==> src/rtl/axil_master_arbiter.sv <==
// axil_master_arbiter: round-robin two-requester front end running one AXI-Lite transaction at a time.
// Define AXIL_ARB_TIMEOUT_EN to add a watchdog that forces an SLVERR completion after TIMEOUT_CYCLES.
module axil_master_arbiter #(
    parameter int ADDR_W = 32,
    parameter int DATA_W = 32
`ifdef AXIL_ARB_TIMEOUT_EN
    , parameter int TIMEOUT_CYCLES = 256
`endif
) (
    input  logic              clk,
    input  logic              reset_n,
    input  logic              m0_req,
    input  logic              m0_we,
    input  logic [ADDR_W-1:0] m0_addr,
    input  logic [DATA_W-1:0] m0_wdata,
    output logic              m0_done,
    output logic [DATA_W-1:0] m0_rdata,
    output logic [1:0]        m0_resp,
    input  logic              m1_req,
    input  logic              m1_we,
    input  logic [ADDR_W-1:0] m1_addr,
    input  logic [DATA_W-1:0] m1_wdata,
    output logic              m1_done,
    output logic [DATA_W-1:0] m1_rdata,
    output logic [1:0]        m1_resp,
    output logic              busy,
    output logic              gnt_id,
    output logic [ADDR_W-1:0] awaddr,
    output logic              awvalid,
    input  logic              awready,
    output logic [DATA_W-1:0] wdata,
    output logic              wvalid,
    input  logic              wready,
    input  logic [1:0]        bresp,
    input  logic              bvalid,
    output logic              bready,
    output logic [ADDR_W-1:0] araddr,
    output logic              arvalid,
    input  logic              arready,
    input  logic [DATA_W-1:0] rdata,
    input  logic [1:0]        rresp,
    input  logic              rvalid,
    output logic              rready
);
    typedef enum logic [2:0] {IDLE, WR, WR_RESP, RD_ADDR, RD_DATA, DONE} state_t;
    state_t            state_q, state_d;
    logic              last_q, gnt_q, we_q, busy_q, sel_d, to, fin, to_hit;
    logic              awvalid_q, wvalid_q, arvalid_q, bready_q, rready_q, done0_q, done1_q;
    logic [ADDR_W-1:0] addr_q;
    logic [DATA_W-1:0] wdata_q, rdata0_q, rdata1_q, fin_rdata;
    logic [1:0]        resp0_q, resp1_q, fin_resp;
`ifdef AXIL_ARB_TIMEOUT_EN
    localparam int CNT_W = $clog2(TIMEOUT_CYCLES + 1);
    logic [CNT_W-1:0] cnt_q;
`endif

    always_comb begin
        sel_d = (m0_req && m1_req) ? !last_q : m1_req;
`ifdef AXIL_ARB_TIMEOUT_EN
        to = cnt_q == CNT_W'(TIMEOUT_CYCLES - 1);
`else
        to = 1'b0;
`endif
        state_d = state_q;
        case (state_q)
            IDLE:    state_d = !(m0_req || m1_req) ? IDLE : (sel_d ? m1_we : m0_we) ? WR : RD_ADDR;
            WR:      state_d = ((!awvalid_q || awready) && (!wvalid_q || wready)) ? WR_RESP : to ? DONE : WR;
            WR_RESP: state_d = (bvalid || to) ? DONE : WR_RESP;
            RD_ADDR: state_d = arready ? RD_DATA : to ? DONE : RD_ADDR;
            RD_DATA: state_d = (rvalid || to) ? DONE : RD_DATA;
            default: state_d = IDLE;
        endcase
        fin = state_q != DONE && state_d == DONE;
        // a finish without the slave's response means the watchdog fired
        to_hit = fin && !(state_q == WR_RESP && bvalid) && !(state_q == RD_DATA && rvalid);
        fin_resp = to_hit ? 2'b10 : (state_q == WR_RESP) ? bresp : rresp;
        fin_rdata = to_hit ? '0 : rdata;
    end

    always_ff @(posedge clk or negedge reset_n) begin
        if (!reset_n) begin
            state_q   <= IDLE;
            last_q    <= 1'b1;
            gnt_q     <= 1'b0;
            we_q      <= 1'b0;
            busy_q    <= 1'b0;
            addr_q    <= '0;
            wdata_q   <= '0;
            awvalid_q <= 1'b0;
            wvalid_q  <= 1'b0;
            arvalid_q <= 1'b0;
            bready_q  <= 1'b0;
            rready_q  <= 1'b0;
            done0_q   <= 1'b0;
            done1_q   <= 1'b0;
            rdata0_q  <= '0;
            rdata1_q  <= '0;
            resp0_q   <= '0;
            resp1_q   <= '0;
`ifdef AXIL_ARB_TIMEOUT_EN
            cnt_q     <= '0;
`endif
        end else begin
            state_q   <= state_d;
            busy_q    <= state_d != IDLE;
            // each write valid rises on grant and falls at its own handshake
            awvalid_q <= state_d == WR && (state_q == IDLE || (awvalid_q && !awready));
            wvalid_q  <= state_d == WR && (state_q == IDLE || (wvalid_q && !wready));
            arvalid_q <= state_d == RD_ADDR;
            bready_q  <= state_d == WR_RESP;
            rready_q  <= state_d == RD_DATA;
            done0_q   <= fin && !gnt_q;
            done1_q   <= fin && gnt_q;
            if (state_q == IDLE && state_d != IDLE) begin
                gnt_q   <= sel_d;
                last_q  <= sel_d;
                we_q    <= sel_d ? m1_we : m0_we;
                addr_q  <= sel_d ? m1_addr : m0_addr;
                wdata_q <= sel_d ? m1_wdata : m0_wdata;
            end
            if (fin && !gnt_q) begin
                resp0_q <= fin_resp;
                if (!we_q || to_hit) rdata0_q <= fin_rdata;
            end
            if (fin && gnt_q) begin
                resp1_q <= fin_resp;
                if (!we_q || to_hit) rdata1_q <= fin_rdata;
            end
`ifdef AXIL_ARB_TIMEOUT_EN
            cnt_q <= (state_d != state_q || state_q == IDLE || state_q == DONE) ? '0 : cnt_q + 1'b1;
`endif
        end
    end

    assign busy     = busy_q;
    assign gnt_id   = gnt_q;
    assign awaddr   = addr_q;
    assign araddr   = addr_q;
    assign wdata    = wdata_q;
    assign awvalid  = awvalid_q;
    assign wvalid   = wvalid_q;
    assign arvalid  = arvalid_q;
    assign bready   = bready_q;
    assign rready   = rready_q;
    assign m0_done  = done0_q;
    assign m1_done  = done1_q;
    assign m0_rdata = rdata0_q;
    assign m1_rdata = rdata1_q;
    assign m0_resp  = resp0_q;
    assign m1_resp  = resp1_q;
endmodule

==> config.mk <==
export PLATFORM = sky130hd
export DESIGN_NAME = axil_master_arbiter
export DESIGN_NICKNAME = d
export VERILOG_FILES = /design/src/rtl/axil_master_arbiter.sv
export SDC_FILE = /design/constraint.sdc
export NUM_CORES = 1
export LEC_CHECK = 0
export BUFFER_PORTS_ARGS = -buffer_cell sky130_fd_sc_hd__buf_2
export CAP_MARGIN = 30
export CORE_AREA = 2 2 137 139
export DETAILED_ROUTE_END_ITERATION = 10
export DIE_AREA = 0 0 139 141
export GPL_TIMING_DRIVEN = 0
export MAX_ROUTING_LAYER = met4
export PLACE_DENSITY = 0.66
export SETUP_SLACK_MARGIN = 0.3
export SLEW_MARGIN = 20
export SYNTH_ARGS = -nofsm -noshare
export SYNTH_HDL_FRONTEND = slang
export SYNTH_SLANG_ARGS = --single-unit
==> constraint.sdc <==
create_clock -name clk -period 2.8 [get_ports clk]
set_clock_uncertainty 0.15 [all_clocks]
set_input_delay 0.7 -clock clk [delete_from_list [all_inputs] [get_ports clk]]
set_output_delay 0.7 -clock clk [all_outputs]
set_load 0.02 [all_outputs]
Yosys cells after proc, flatten, opt, wreduce, memory -nomap -nowiden
Index checks and enable logic that the tools add are counted.
Widths: inputs -> output; s select.
{ "word_totals": {"ff_bits": 146, "input_bits": 175, "output_inout_bits": 173, "word_cells": 75} }
{ "classes": {"n_eq_ne": 10, "muxes": 14, "n_reduce_logical": 33} }
{ "op_table": {"columns": ["cell", "n"], "rows": [
  ["$mux 32", 3],
  ["$pmux 3 s5", 1],
  ["$logic_and 1x1->1", 14],
  ["$eq 3x2->1 const B", 4],
  ["$mux 2", 5],
  ["$eq 3x3->1 const B", 3],
  ["$logic_not 1->1", 9],
  ["$eq 3x1->1 const B", 2],
  ["$logic_or 1x1->1", 6],
  ["$mux 3", 2],
  ["$reduce_and 2->1", 2],
  ["$logic_not 3->1", 1],
  ["$mux 1", 3],
  ["$ne 3x3->1 const B", 1],
  ["$reduce_bool 3->1", 1]
]} }

Logic depth before layout (Yosys ltp)
{ "logic_depth": {"word_depth": 12, "mapped_depth": 8, "ltp_nobuf": 4} }

Worst setup path before layout
OpenSTA, ideal clock, no wires.
{ "synth_path": {"path_type": "input port to flip-flop", "from": "input bvalid", "to": "register rdata0_q[21], in the netlist m0_rdata[21]", "setup_time_ns": 0.125, "arrival_time_ns": 1.765, "slack_ns": 0.760, "stages": 5, "path_cell_list": "nand3b_2 a21o_4 nor3_4 buf_6 mux2_4"} }
{ "synth_between": {"elab_chain_cells": 8, "elab_cells_between_ends": 12} }
{ "synth_rtl": {"columns": ["element", "line", "rtl"], "rows": [
  ["start, declared", "35", "input logic bvalid,"],
  ["$mux 3", "68", "WR_RESP: state_d = (bvalid || to) ? DONE : WR_RESP;"],
  ["$pmux 3 s5", "65", "case (state_q)"],
  ["$eq 3x3->1", "73", "fin = state_q != DONE && state_d == DONE;"],
  ["$logic_and 1x1->1", "73", null],
  ["$logic_and 1x1->1 (2 in series)", "75", "to_hit = fin && !(state_q == WR_RESP && bvalid) && !(state_q == RD_DATA && rvalid);"],
  ["$logic_or 1x1->1", "123", "if (!we_q || to_hit) rdata0_q <= fin_rdata;"],
  ["$reduce_and 2->1 (no line)", null, null],
  ["end signal, assigned", "123", null],
  ["end, declared", "50", "logic [DATA_W-1:0] wdata_q, rdata0_q, rdata1_q, fin_rdata;"]
]} }
Several ways; a longest one is shown, not always the timed one.
A chain may end at the register's enable or synchronous reset.

Final worst setup path
{ "layout_path": {"from": "register last_q", "to": "register addr_q[18], in the netlist araddr[18]"} }
{ "layout_between": {"elab_chain_cells": 8, "elab_cells_between_ends": 9} }
{ "layout_rtl": {"columns": ["element", "line", "rtl"], "rows": [
  ["start, declared", "47", "logic last_q, gnt_q, we_q, busy_q, sel_d, to, fin, to_hit;"],
  ["start signal, assigned", "116", "last_q <= sel_d;"],
  ["$logic_not 1->1 (*)", "58", "sel_d = (m0_req && m1_req) ? !last_q : m1_req;"],
  ["$mux 1 (*)", "58", null],
  ["$mux 1", "66", "IDLE: state_d = !(m0_req || m1_req) ? IDLE : (sel_d ? m1_we : m0_we) ? WR : RD_ADDR;"],
  ["$mux 2 (2 in series)", "66", null],
  ["$pmux 3 s5", "65", null],
  ["$reduce_bool 3->1", "114", "if (state_q == IDLE && state_d != IDLE) begin"],
  ["$logic_and 1x1->1", "114", null],
  ["end signal, assigned", "118", "addr_q <= sel_d ? m1_addr : m0_addr;"],
  ["end, declared", "49", "logic [ADDR_W-1:0] addr_q;"]
]} }
Every way passes the cells marked *; elsewhere a longest branch is shown, timed or not.

==> results.tsv <==
stage	metric	value	unit
status	status	completed	
synth	synth-compound-area-share	8.49	%
critical_path	worstSetupEndpoint	araddr[18]	
layout	final_area	0.00908	mm²
clock_tree	path_clk_slew	0.07	ns
layout	final_common_cell	buf_2	
clock_tree	post_cts_resize_count	0	
critical_path	start_kind	register	
placement	place_ws	0.167	ns
route	wl	19.8	mm
power	p_leak	4.63	nW
synth	synth_top_family_by_area	simple AND/OR/NAND/NOR gates	
synth	syn_area_per_cell	10.8	µm²
timing	max_freq	442	MHz
floorplan	fp.dieH	141	µm
synth	netlist_area	0.00645	mm²
synth	synthAdderAreaFrac	0	%
timing	fin_setup_tns	0	ns
timing	min_period	2.26	ns
clock_tree	cts-htree-levels	4	
critical_path	reg2reg_slack	0.54	ns
clock_tree	post_cts_buffers	0	
timing	slew_headroom	52.9	%
critical_path	cp_max_fo	10	
synth	synth_seq_area_share	56.6	%
route	via_per_inst	4.64	
flow_run	cap_violations	0	
global_routing	met1_usage	23.7	%
floorplan	core_area	0.0183	mm²
route	antenna_left	0	
route	drc	0	
synth	ys_ff_latch	146	
synth	yosys.area_share.xor_xnor	0	%
timing	hold_viol_final	0	
global_routing	grt_max_degree	84	
synth	yosysWarnings	0	
synth	synth_cell_types	39	
synth	synth_nets	771	
floorplan	rows	50	
route	wl_per_cell	16.4	µm
timing	tightest_slew	0.706	ns
global_routing	grt_busiest_layer	met2	
route	vias	5627	
critical_path	crit_start	last_q	
hold_path	hold_path_class	input pin to async pin	
synth	synthMuxAreaShare	12.8	%
floorplan	ios	348	
critical_path	worst-endpoint-required	2.98	ns
layout	multi_input_area	0.00231	mm²
floorplan	die_x	139	µm
placement	io_buffers	347	
global_routing	met3_usage	4.65	%
power	ir_drop	545	µV
timing	finalWorstSetupSlack	0.538	ns
critical_path	reg2reg_depth	5	
clock_tree	clk_path_buf_depth	2	
layout	nets	1138	
clock_tree	numCtsBuffers	17	
clock_tree	cts_tree	yes	
placement	dpl-instance-area	0.00852	mm²
global_routing	grt_use_met2	35.5	%
timing	period_share	80.8	%
layout	nFillCells	1763	
layout	most-common-layout-cells	buf_2, dfrtp_1, nand2_1	
timing	final-setup-viol-count	0	
clock_tree	insertion_delay	0.41	ns
critical_path	critical_path_class	register to register	
clock_tree	clock-sinks	146	
placement	hpwl	15.3	mm
power	powerDensity	1280	mW/mm²
power	power	0.0116	W
layout	seq_area	0.00365	mm²
critical_path	r2r-start	last_q	
route	drtPass1Iterations	4	
global_routing	grt_first_pass_wirelength	30.3	mm
clock_tree	hold_buffers	0	
clock_tree	cts_root_buffer	clkbuf_16	
timing	hold_ws	0.0554	ns
timing	drv_slew	0	
synth	synth-simple-area-share	14.6	%
floorplan	die-area	0.0196	mm²
global_routing	grt_pass1_vias	5625	
route	drt-initial-drc-count	199	
layout	drive_above_1_share	51.5	%
global_routing	grt_util_all_layers	20.6	%
global_routing	grt_antenna_before_repair	3	
layout	area_delta_synth_final	40.6	%
timing	rsz0062_at_grt	false	
placement	routabilityCongestion	0.830	
critical_path	crit_arrival	2.44	ns
global_routing	grt-ovfl-total	0	
critical_path	end_kind	register	
floorplan	initial_utilization	35.3	%
synth	syn_inst	596	
critical_path	worstReg2RegEnd	araddr[18]	
==> worst max-delay path, cell delays in order (launching register included) <==
cell,delay [ns]
dfstp_2,0.55
a21bo_2,0.14
clkbuf_1,0.54
clkbuf_1,0.48
nand2_1,0.15
a31oi_1,0.18
==> per-layer routing <==
| metal | part of all wire (%) | vias to the layer above |
|---|---|---|
| li1 | - | 2731 |
| met1 | 40 | 2629 |
| met2 | 52 | 246 |
| met3 | 6.5 | 21 |
| met4 | 1.9 | 0 |
| met5 | 0 | - |
==> state kept, by name, summed over array words and instances, names as in the netlist, 2 cells and up <==
name and count:
m1_rdata 32, state_q 3, m0_rdata 32, wdata 32
m1_resp 2, m0_resp 2, araddr 32
==> synthesized netlist by cell type <==
library cell    n  share of area [%]
dfrtp_1       145                 56
nand2_1       130                7.6
nor2_1         74                4.3
a31oi_1        65                6.3
buf_4          37                4.3
mux2_2         37                6.5
mux2_4         20                4.7
buf_2          13                1.0
clkbuf_1       10               0.58
mux2_1          8                1.4
buf_6           7                1.2
a21oi_1         6               0.47
inv_1           4               0.23
nor2b_1         4               0.39
buf_1           3               0.17
nor3_1          3               0.23
nor3_4          3               0.76
o21ai_0         3               0.23
a211oi_1        2               0.23
mux2i_1         2               0.31
nor3b_1         2               0.23
a211o_1         1               0.14
a21bo_2         1               0.16
a21boi_0        1               0.12
a21o_4          1               0.23
a22oi_1         1               0.12
a31o_2          1               0.14
and2_1          1              0.097
and3_1          1              0.097
dfstp_2         1               0.41
nand2b_1        1              0.097
nand3b_1        1               0.12
nand3b_2        1               0.17
nand3b_4        1               0.31
nor4_1          1              0.097
o21a_1          1               0.12
o21bai_1        1               0.12
o32ai_1         1               0.14
or3_1           1              0.097
==> report_power, final <==
| group | internal, W | switching, W |
|---|---|---|
| sequential | 0.00315 | 0.000611 |
| combinational | 0.00228 | 0.00341 |
| clock | 0.00116 | 0.000979 |
==> worst min-delay path by stage <==
stage,start,end,slack [ns]
after detailed placement,m1_rdata[14],m1_rdata[14],0.32
after CTS,reset_n,m1_rdata[16],0.07
final,reset_n,m1_rdata[11],0.06
after global placement,m0_rdata[5],m0_rdata[5],0.31
after global routing,reset_n,m0_rdata[11],0.08
after floorplan,reset_n,araddr[0],0.25
==> kinds of logic (layout without fill, tap and decap cells) <==
kind of cell	Yosys count	in the layout
AOI/OAI and AO/OA	85	85
buffers and inverters	74	453
DFF	146	146
muxes	67	67
other	0	3
and+or+nand+nor	224	224
==> cell type report <==
class	count	area share (%)
clock buffers	17	4.69
repair buffers	348	19.5
multi-input cells	376	25.5
plain buffers	70	5.18
flip-flops and latches	146	40.3
diodes	3	0.0827
clock inverters	14	1.36
well taps	234	3.22
inverters	4	0.165
==> stage by stage <==
stage               util [%]  instances
floorplan                  -        596
global placement        46.4       1177
detailed placement      46.7       1178
CTS                     49.7       1209
global route            49.7       1212
finish                  49.7       1212
Note: power is estimated with default switching activity, not from simulation.
